### config.mk
export PLATFORM = sky130hd
export DESIGN_NAME = led_flow_ctrl
export DESIGN_NICKNAME = d
export VERILOG_FILES = /design/src/rtl/led_flow_ctrl.sv
export SDC_FILE = /design/constraint.sdc
export NUM_CORES = 1
export LEC_CHECK = 0
export CORE_MARGIN = 4
export CORE_UTILIZATION = 35
export CTS_BUF_LIST = sky130_fd_sc_hd__clkbuf_2 sky130_fd_sc_hd__clkbuf_4 sky130_fd_sc_hd__clkbuf_8
export CTS_CLUSTER_DIAMETER = 80
export DETAILED_ROUTE_END_ITERATION = 6
export PLACE_DENSITY = 0.65
export SLEW_MARGIN = 20
export SYNTH_ARGS = -nofsm -noshare
export SYNTH_HDL_FRONTEND = slang
export SYNTH_SLANG_ARGS = --single-unit
### constraint.sdc
create_clock -name sys_clk -period 5.5 [get_ports sys_clk]
set_input_delay 0.825 -clock sys_clk [delete_from_list [all_inputs] [get_ports sys_clk]]
set_output_delay 0.825 -clock sys_clk [all_outputs]
set_load 0.01 [all_outputs]
### src/rtl/led_flow_ctrl.sv
// Stepped LED pattern controller: a toggle-level tick is synchronised, edge-detected
// and, after a post-reset settling window, advances a LEFT/RIGHT/BOUNCE/BLINK pattern.
module led_flow_ctrl #(
    parameter int LED_NUM     = 4,
    parameter int STARTUP_CYC = 3
) (
    input  logic               sys_clk,
    input  logic               sys_rst,
    input  logic               tick_in,
    input  logic [1:0]         mode,
    input  logic               pause,
    output logic [LED_NUM-1:0] led_out,
    output logic               step_pulse
);

    typedef enum logic [1:0] {
        MODE_LEFT   = 2'b00,
        MODE_RIGHT  = 2'b01,
        MODE_BOUNCE = 2'b10,
        MODE_BLINK  = 2'b11
    } mode_e;

    typedef enum logic {
        DIR_UP   = 1'b0,
        DIR_DOWN = 1'b1
    } dir_e;

    localparam int                 CNT_W        = 4;
    localparam logic [CNT_W-1:0]   STARTUP_LAST = CNT_W'(STARTUP_CYC);
    localparam logic [LED_NUM-1:0] LED_LSB      = LED_NUM'(1);
    localparam logic [LED_NUM-1:0] LED_MSB      = LED_LSB << (LED_NUM - 1);
    localparam logic [LED_NUM-1:0] LED_ALL      = {LED_NUM{1'b1}};

    logic               s1_q, s2_q, s3_q;
    logic [CNT_W-1:0]   cnt_q, cnt_d;
    logic [LED_NUM-1:0] led_q, led_d;
    logic               pulse_q, pulse_d;
    mode_e              cur_mode_q, cur_mode_d;
    dir_e               dir_q, dir_d;

    logic               step_evt;
    logic               startup_done;
    logic               step_apply;
    mode_e              mode_in;

    assign step_evt     = s2_q ^ s3_q;
    assign startup_done = (cnt_q == STARTUP_LAST);
    assign step_apply   = step_evt & startup_done & ~pause;
    assign mode_in      = mode_e'(mode);

    // Synchroniser keeps running during the startup window so a level already
    // present at reset release is absorbed instead of producing a step.
    always_ff @(posedge sys_clk or posedge sys_rst) begin
        if (sys_rst) begin
            s1_q       <= 1'b0;
            s2_q       <= 1'b0;
            s3_q       <= 1'b0;
            cnt_q      <= '0;
            led_q      <= LED_LSB;
            pulse_q    <= 1'b0;
            cur_mode_q <= MODE_LEFT;
            dir_q      <= DIR_UP;
        end else begin
            s1_q       <= tick_in;
            s2_q       <= s1_q;
            s3_q       <= s2_q;
            cnt_q      <= cnt_d;
            led_q      <= led_d;
            pulse_q    <= pulse_d;
            cur_mode_q <= cur_mode_d;
            dir_q      <= dir_d;
        end
    end

    always_comb begin
        cnt_d      = startup_done ? cnt_q : cnt_q + 1'b1;
        led_d      = led_q;
        pulse_d    = 1'b0;
        cur_mode_d = cur_mode_q;
        dir_d      = dir_q;

        if (step_apply) begin
            pulse_d = 1'b1;
            if (mode_in != cur_mode_q) begin
                // A mode change spends the step on reinitialising the pattern.
                cur_mode_d = mode_in;
                case (mode_in)
                    MODE_LEFT:   led_d = LED_LSB;
                    MODE_RIGHT:  led_d = LED_MSB;
                    MODE_BOUNCE: begin
                        led_d = LED_LSB;
                        dir_d = DIR_UP;
                    end
                    MODE_BLINK:  led_d = LED_ALL;
                    default:     led_d = LED_LSB;
                endcase
            end else begin
                case (cur_mode_q)
                    MODE_LEFT:   led_d = {led_q[LED_NUM-2:0], led_q[LED_NUM-1]};
                    MODE_RIGHT:  led_d = {led_q[0], led_q[LED_NUM-1:1]};
                    MODE_BOUNCE: begin
                        if (dir_q == DIR_UP) begin
                            if (led_q[LED_NUM-1]) begin
                                led_d = led_q >> 1;
                                dir_d = DIR_DOWN;
                            end else begin
                                led_d = led_q << 1;
                            end
                        end else begin
                            if (led_q[0]) begin
                                led_d = led_q << 1;
                                dir_d = DIR_UP;
                            end else begin
                                led_d = led_q >> 1;
                            end
                        end
                    end
                    MODE_BLINK:  led_d = (|led_q) ? '0 : LED_ALL;
                    default:     led_d = led_q;
                endcase
            end
        end
    end

    assign led_out    = led_q;
    assign step_pulse = pulse_q;

endmodule

==> results.tsv, run 1 <==
stage	metric	value	unit
run_status	outcome	completed	
sta	min Tclk post-route	2.39	ns
sta	FMAX	0.419	GHz
die	Core ar.	2250	um^2
critical_path	RR Startpoint	cnt_q[0]	
clock_network	CTS Sinks	15	
grt	vias in the first global route	649	
logic_synthesis	FF+latch count, synth	15	
logic_synthesis	EDFF count, synth	0	
die	die footprint	3260	um^2
clock_network	CTS buffer count	3	
critical_path	crit path cell chain	clkdlybuf4s50_1, xor2_1, a21o_1, or4_1, a22o_1	
grt	largest net degree at the start of global routing	16	
critical_path	required time worst endpoint	5.67	ns
hold_path	HP Class	reg -> reg	
sta	Setup Total Neg Slack	0	ns
logic_synthesis	synthesized cell area	845	um^2
grt	initial antenna violation count	0	
finish	Cell Count, Final, Fillers Out	125	
finish	# diodes	0	
pwr	Lkg Pwr	0.386	nW
hold_path	Worst Hold Depth	0	
placed_design	RD Place Congestion	0.936	
pwr	Final Power	0.000302	W
finish	design area	990	um^2
logic_synthesis	Post-synth ARST share	100	%
placed_design	hpwl dp	1220	um
finish	share of layout cells above drive strength 1	10.3	%
routing	via/cell ratio	5.47	
pwr	P per Cell Area	305	nW/um^2
sta	RSZ-0062 raised after global routing	no	
finish	post-layout util	43.9	%
critical_path	startpoint types	primary input	
die	starting density of the core	37.5	%
logic_synthesis	library cells used by synthesis	42	
grt	remaining global-route overflow	0	
critical_path	reg2reg path depth	6	
pwr	VDD IR-drop max	174	uV
die	Site Rows	17	
grt	GRT busiest layer	met2	
finish	growth of design area from synthesis to finish	17.2	%
sta	Max Slew Vio Count	0	
logic_synthesis	register area share after synthesis	44.6	%
grt	first-pass GRT wire length	2860	um
clock_network	CTS tree	yes	
die	Die Ht	57.1	um
critical_path	reg2reg setup slack	3.49	ns
routing	final wirelength	1630	um
critical_path	worst r2r dst	dir_q	
critical_path	Buf+Inv Stages, Crit Path	1	
placed_design	placed cell area	960	um^2
sta	Hold Violations, Final	0	
clock_network	post-CTS sizing	0	
sta	period utilisation layout	43.4	%
clock_network	post-CTS setup buffer count	0	
die	I/O pins	11	
sta	Worst-Margin Slew	0.557	ns
sta	Rel. slew slack	62.8	%
grt	GR Util met2	18.9	%
critical_path	Worst path max stage delay	0.64	ns
clock_network	Clock Tree Buf Depth	2	
routing	drc violations	0	
routing	average wire per standard cell	13.0	um
routing	via count	684	
run	max-cap violations	0	
clock_network	clk slew on worst S/H paths	0.09	ns
routing	drt pass-1 iters	4	
critical_path	Crit Path Class	in -> reg	
die	Die W	57.1	um
clock_network	H-tree levels	1	
logic_synthesis	post-synthesis net count	93	
clock_network	Root Buffer Master	clkbuf_4	
sta	# setup viols final	0	
logic_synthesis	main flop type after synthesis	dfrtp_1	
grt	met3 Use GR	1.81	%
logic_synthesis	yosys warns	0	
placed_design	port buffer count	10	
grt	GR Util All Layers	11.1	%
clock_network	clock latency on the worst-skew pair	0.28	ns
placed_design	placed cell count	121	
critical_path	slowest cell on the critical path	clkdlybuf4s50_1	
hold_path	Hold EP	s2_q	
sta	Clock Skews	0.00391	ns
critical_path	CP endpoint kind	register	
logic_synthesis	Synth Area per Inst	9.82	um^2
routing	drt initial violations	13	
grt	M1 GR Usage	13.6	%
logic_synthesis	Gate Count Post-Synth	86	
finish	Nets	105	
clock_network	hold buffer count at cts	0	
critical_path	Crit path max-delay family	buffers and inverters	
critical_path	WP data arrival	2.55	ns
routing	Final ANT Viol Nets	0	
critical_path	Crit Path Max Fanout	9	
hold_path	worst hold start	s1_q	
[cell type report]
| class | count | area [um^2] |
|---|---|---|
| clock inverter | 1 | 7.51 |
| sequential | 15 | 377 |
| timing repair buffer | 10 | 100 |
| multi-input combinational | 60 | 418 |
| clock buffer | 3 | 22.5 |
| tap | 28 | 35.0 |
| fill | 243 | 1260 |
| inverter | 8 | 30.0 |
[synthesized netlist by cell type, drive strengths merged (2+ instances only)]
master	n	share of area, %
nor2	2	0.89
o22ai	2	1.5
a21o	3	2.7
xor2	2	2.1
nor4	3	3.0
nand2	7	3.1
a21oi	3	1.8
xnor2	2	2.1
or3b	3	3.4
buf	2	1.9
o32ai	2	2.1
dfrtp	14	41
nand2b	5	3.7
a2bb2oi	2	2.1
inv	7	3.1
o21ai	5	3.0
[state kept, by name, summed over array words and instances (netlist names)]
register	count
s3_q	1
step_pulse	1
s2_q	1
s1_q	1
cnt_q	4
cur_mode_q	2
dir_q	1
led_out	4
[cells in the final DEF (no fill, tap or decap), types with 2 or more instances in the layout]
cell type and count:
a21o_1 3, a21oi_1 3, a2bb2oi_1 2, clkbuf_4 3
clkdlybuf4s50_1 10, dfrtp_1 14, inv_1 7, nand2_1 7
nand2b_1 5, nor2_1 2, nor4_1 2, o21ai_0 5
o22ai_1 2, o32ai_1 2, xnor2_1 2, xor2_1 2
[cell families (layout without fill, tap and decap cells)]
family | count (synthesis) | in the layout | synth area share, %
simple gates | 28 | 28 | 20.6
xor+xnor | 4 | 4 | 4.15
flops | 15 | 15 | 44.6
mux | 2 | 2 | 2.52
fa+ha+maj | 1 | 1 | 1.48
compound gates | 25 | 25 | 20.7
buf+inv | 11 | 22 | 5.92
[metrics by stage]
step	hold slack, ns	setup WS, ns
2_1_floorplan	0.331	3.30
3_3_place_gp	0.335	2.87
3_5_place_dp	0.336	2.84
4_1_cts	0.359	3.13
5_1_grt	0.380	3.06
6_report	0.355	3.11
[how the worst max path moves through the flow]
stage | from | to | slack, ns | depth (start not counted)
6_report | mode[1] | led_out[3] | 3.11 | 5
5_1_grt | mode[1] | led_out[3] | 3.06 | 5
4_1_cts | mode[1] | led_out[3] | 3.13 | 5
3_5_place_dp | mode[1] | led_out[3] | 2.84 | 5
3_3_place_gp | mode[1] | led_out[3] | 2.87 | 5
2_1_floorplan | mode[1] | led_out[3] | 3.30 | 5
[power by group]
group	switching [W]	internal (W)	total (W)
clock network	0.0000343	0.0000275	0.0000619
registers	0.0000252	0.000125	0.000151
logic	0.0000419	0.0000478	0.0000898
[layer usage]
layer | part of all wire (%) | wire [um]
met1 | 45 | 737
met2 | 47 | 762
met3 | 6.6 | 108
met4 | 1.2 | 19
met5 | 0 | 0
Note: power is estimated with default switching activity, not from simulation.
==> run 2: changes to the inputs <==
==> constraint.sdc (replaced) <==
create_clock -name sys_clk -period 2.4 [get_ports sys_clk]
set_input_delay 0.36 -clock sys_clk [delete_from_list [all_inputs] [get_ports sys_clk]]
set_output_delay 0.36 -clock sys_clk [all_outputs]
set_load 0.01 [all_outputs]
==> results.tsv, run 2 (synthesis results as in run 1) <==
stage	metric	value	unit
run_status	outcome	completed	
sta	# setup viols final	0	
finish	share of layout cells above drive strength 1	11.2	%
sta	period utilisation layout	83.8	%
critical_path	slowest cell on the critical path	or3b_4	
pwr	Final Power	0.000688	W
grt	remaining global-route overflow	0	
sta	Setup Total Neg Slack	0	ns
placed_design	placed cell area	967	um^2
sta	FMAX	0.497	GHz
routing	drc violations	0	
finish	# diodes	0	
critical_path	Crit Path Max Fanout	10	
sta	RSZ-0062 raised after global routing	no	
critical_path	reg2reg setup slack	0.39	ns
sta	Final WS setup	0.390	ns
critical_path	RR Startpoint	cnt_q[0]	
run	max-cap violations	0	
routing	Final ANT Viol Nets	0	
critical_path	WP data arrival	2.19	ns
routing	average wire per standard cell	12.8	um
finish	growth of design area from synthesis to finish	17.8	%
critical_path	required time worst endpoint	2.58	ns
hold_path	Worst Hold Depth	0	
clock_network	clock latency on the worst-skew pair	0.28	ns
die	Core ar.	2250	um^2
clock_network	CTS tree	yes	
clock_network	post-CTS sizing	0	
placed_design	Place WS	0.210	ns
die	die footprint	3260	um^2
critical_path	Worst path max stage delay	0.41	ns
clock_network	Clock Tree Buf Depth	2	
die	Die W	57.1	um
sta	Clock Skews	0.00475	ns
die	I/O pins	11	
sta	Max Slew Vio Count	0	
clock_network	hold buffer count at cts	0	
clock_network	clk slew on worst S/H paths	0.09	ns
finish	design area	995	um^2
critical_path	crit path cell chain	ha_1, or3b_4, or3_4, clkinv_1, o2111ai_1, a21o_1	
grt	GR Util All Layers	11.6	%
finish	commonest cells after routing, fill and taps aside	dfrtp_1, clkdlybuf4s50_1, nand2_1, inv_1	
pwr	Lkg Pwr	0.394	nW
placed_design	hpwl dp	1240	um
hold_path	worst hold start	s1_q	
grt	vias in the first global route	659	
grt	largest net degree at the start of global routing	16	
sta	Worst-Margin Slew	0.560	ns
routing	via count	681	
critical_path	reg2reg path depth	6	
critical_path	Crit Path Class	reg -> reg	
sta	Rel. slew slack	62.7	%
routing	drt initial violations	31	
critical_path	Buf+Inv Stages, Crit Path	1	
placed_design	port buffer count	10	
die	Die Ht	57.1	um
hold_path	HP Class	reg -> reg	
grt	first-pass GRT wire length	2920	um
placed_design	RD Place Congestion	0.923	
clock_network	H-tree levels	1	
finish	post-layout util	44.1	%
grt	initial antenna violation count	0	
critical_path	worst r2r dst	dir_q	
sta	Hold Violations, Final	0	
routing	drt pass-1 iters	5	
finish	Nets	106	
routing	via/cell ratio	5.40	
die	Site Rows	17	
sta	min Tclk post-route	2.01	ns
clock_network	post-CTS setup buffer count	0	
die	starting density of the core	37.5	%
clock_network	Root Buffer Master	clkbuf_4	
clock_network	CTS buffer count	3	
pwr	VDD IR-drop max	412	uV
critical_path	Crit path max-delay family	simple AND/OR/NAND/NOR gates	
critical_path	startpoint types	register	
finish	commonest non-fill, non-tap cell in the layout	dfrtp_1	
hold_path	Hold EP	s2_q	
routing	final wirelength	1620	um
critical_path	CP endpoint kind	register	
pwr	P per Cell Area	692	nW/um^2
clock_network	CTS Sinks	15	
-- run 2: cell count changes in the layout (fill, tap and decap cells not counted) --
cell / change
buf_4: +1
clkinvlp_4: -1
clkinv_2: +1
-- run 2: worst max-delay path by stage --
stage | from | endpoint | slack [ns] | cells past startpoint
floorplan | cnt_q[0] | dir_q | 0.55 | 6
global placement | mode[0] | led_out[3] | 0.24 | 5
detailed placement | mode[0] | led_out[3] | 0.21 | 5
CTS | cnt_q[0] | dir_q | 0.36 | 6
global route | cnt_q[0] | dir_q | 0.26 | 6
finish | cnt_q[0] | dir_q | 0.39 | 6
-- run 2: power breakdown --
| part | switching (W) | total (W) | internal (W) |
|---|---|---|---|
| logic | 0.0000959 | 0.000207 | 0.000111 |
| registers | 0.0000549 | 0.000342 | 0.000287 |
| clock network | 0.0000780 | 0.000140 | 0.0000618 |
-- run 2: per-stage QoR --
step                      cells  hold slack (ns)
after floorplan              86            0.261
after global placement      122            0.340
after detailed placement    122            0.350
after CTS                   126            0.362
after global routing        126            0.373
final                       126            0.357
-- run 2: worst register-to-register path, stage by stage (launching register included) --
cell and delay (ns):
dfrtp_1 0.40, ha_1 0.20, or3b_4 0.41, or3_4 0.41
clkinv_1 0.17, o2111ai_1 0.13, a21o_1 0.19
-- run 2: routing by layer --
metal	GRT usage (%)	vias to the layer above	part of all wire, %
li1	-	339	-
met1	14.1	316	47
met2	17.9	20	44
met3	3.39	6	6.1
met4	6.95	0	3.0
met5	0	-	0
-- run 2: layout make-up --
class / count / area [um^2]
timing repair buffer: 11 / 108
clock buffer: 3 / 22.5
tap: 28 / 35.0
fill: 233 / 1260
sequential: 15 / 377
inverter: 8 / 30.0
clock inverter: 1 / 5.00
multi-input combinational: 60 / 418
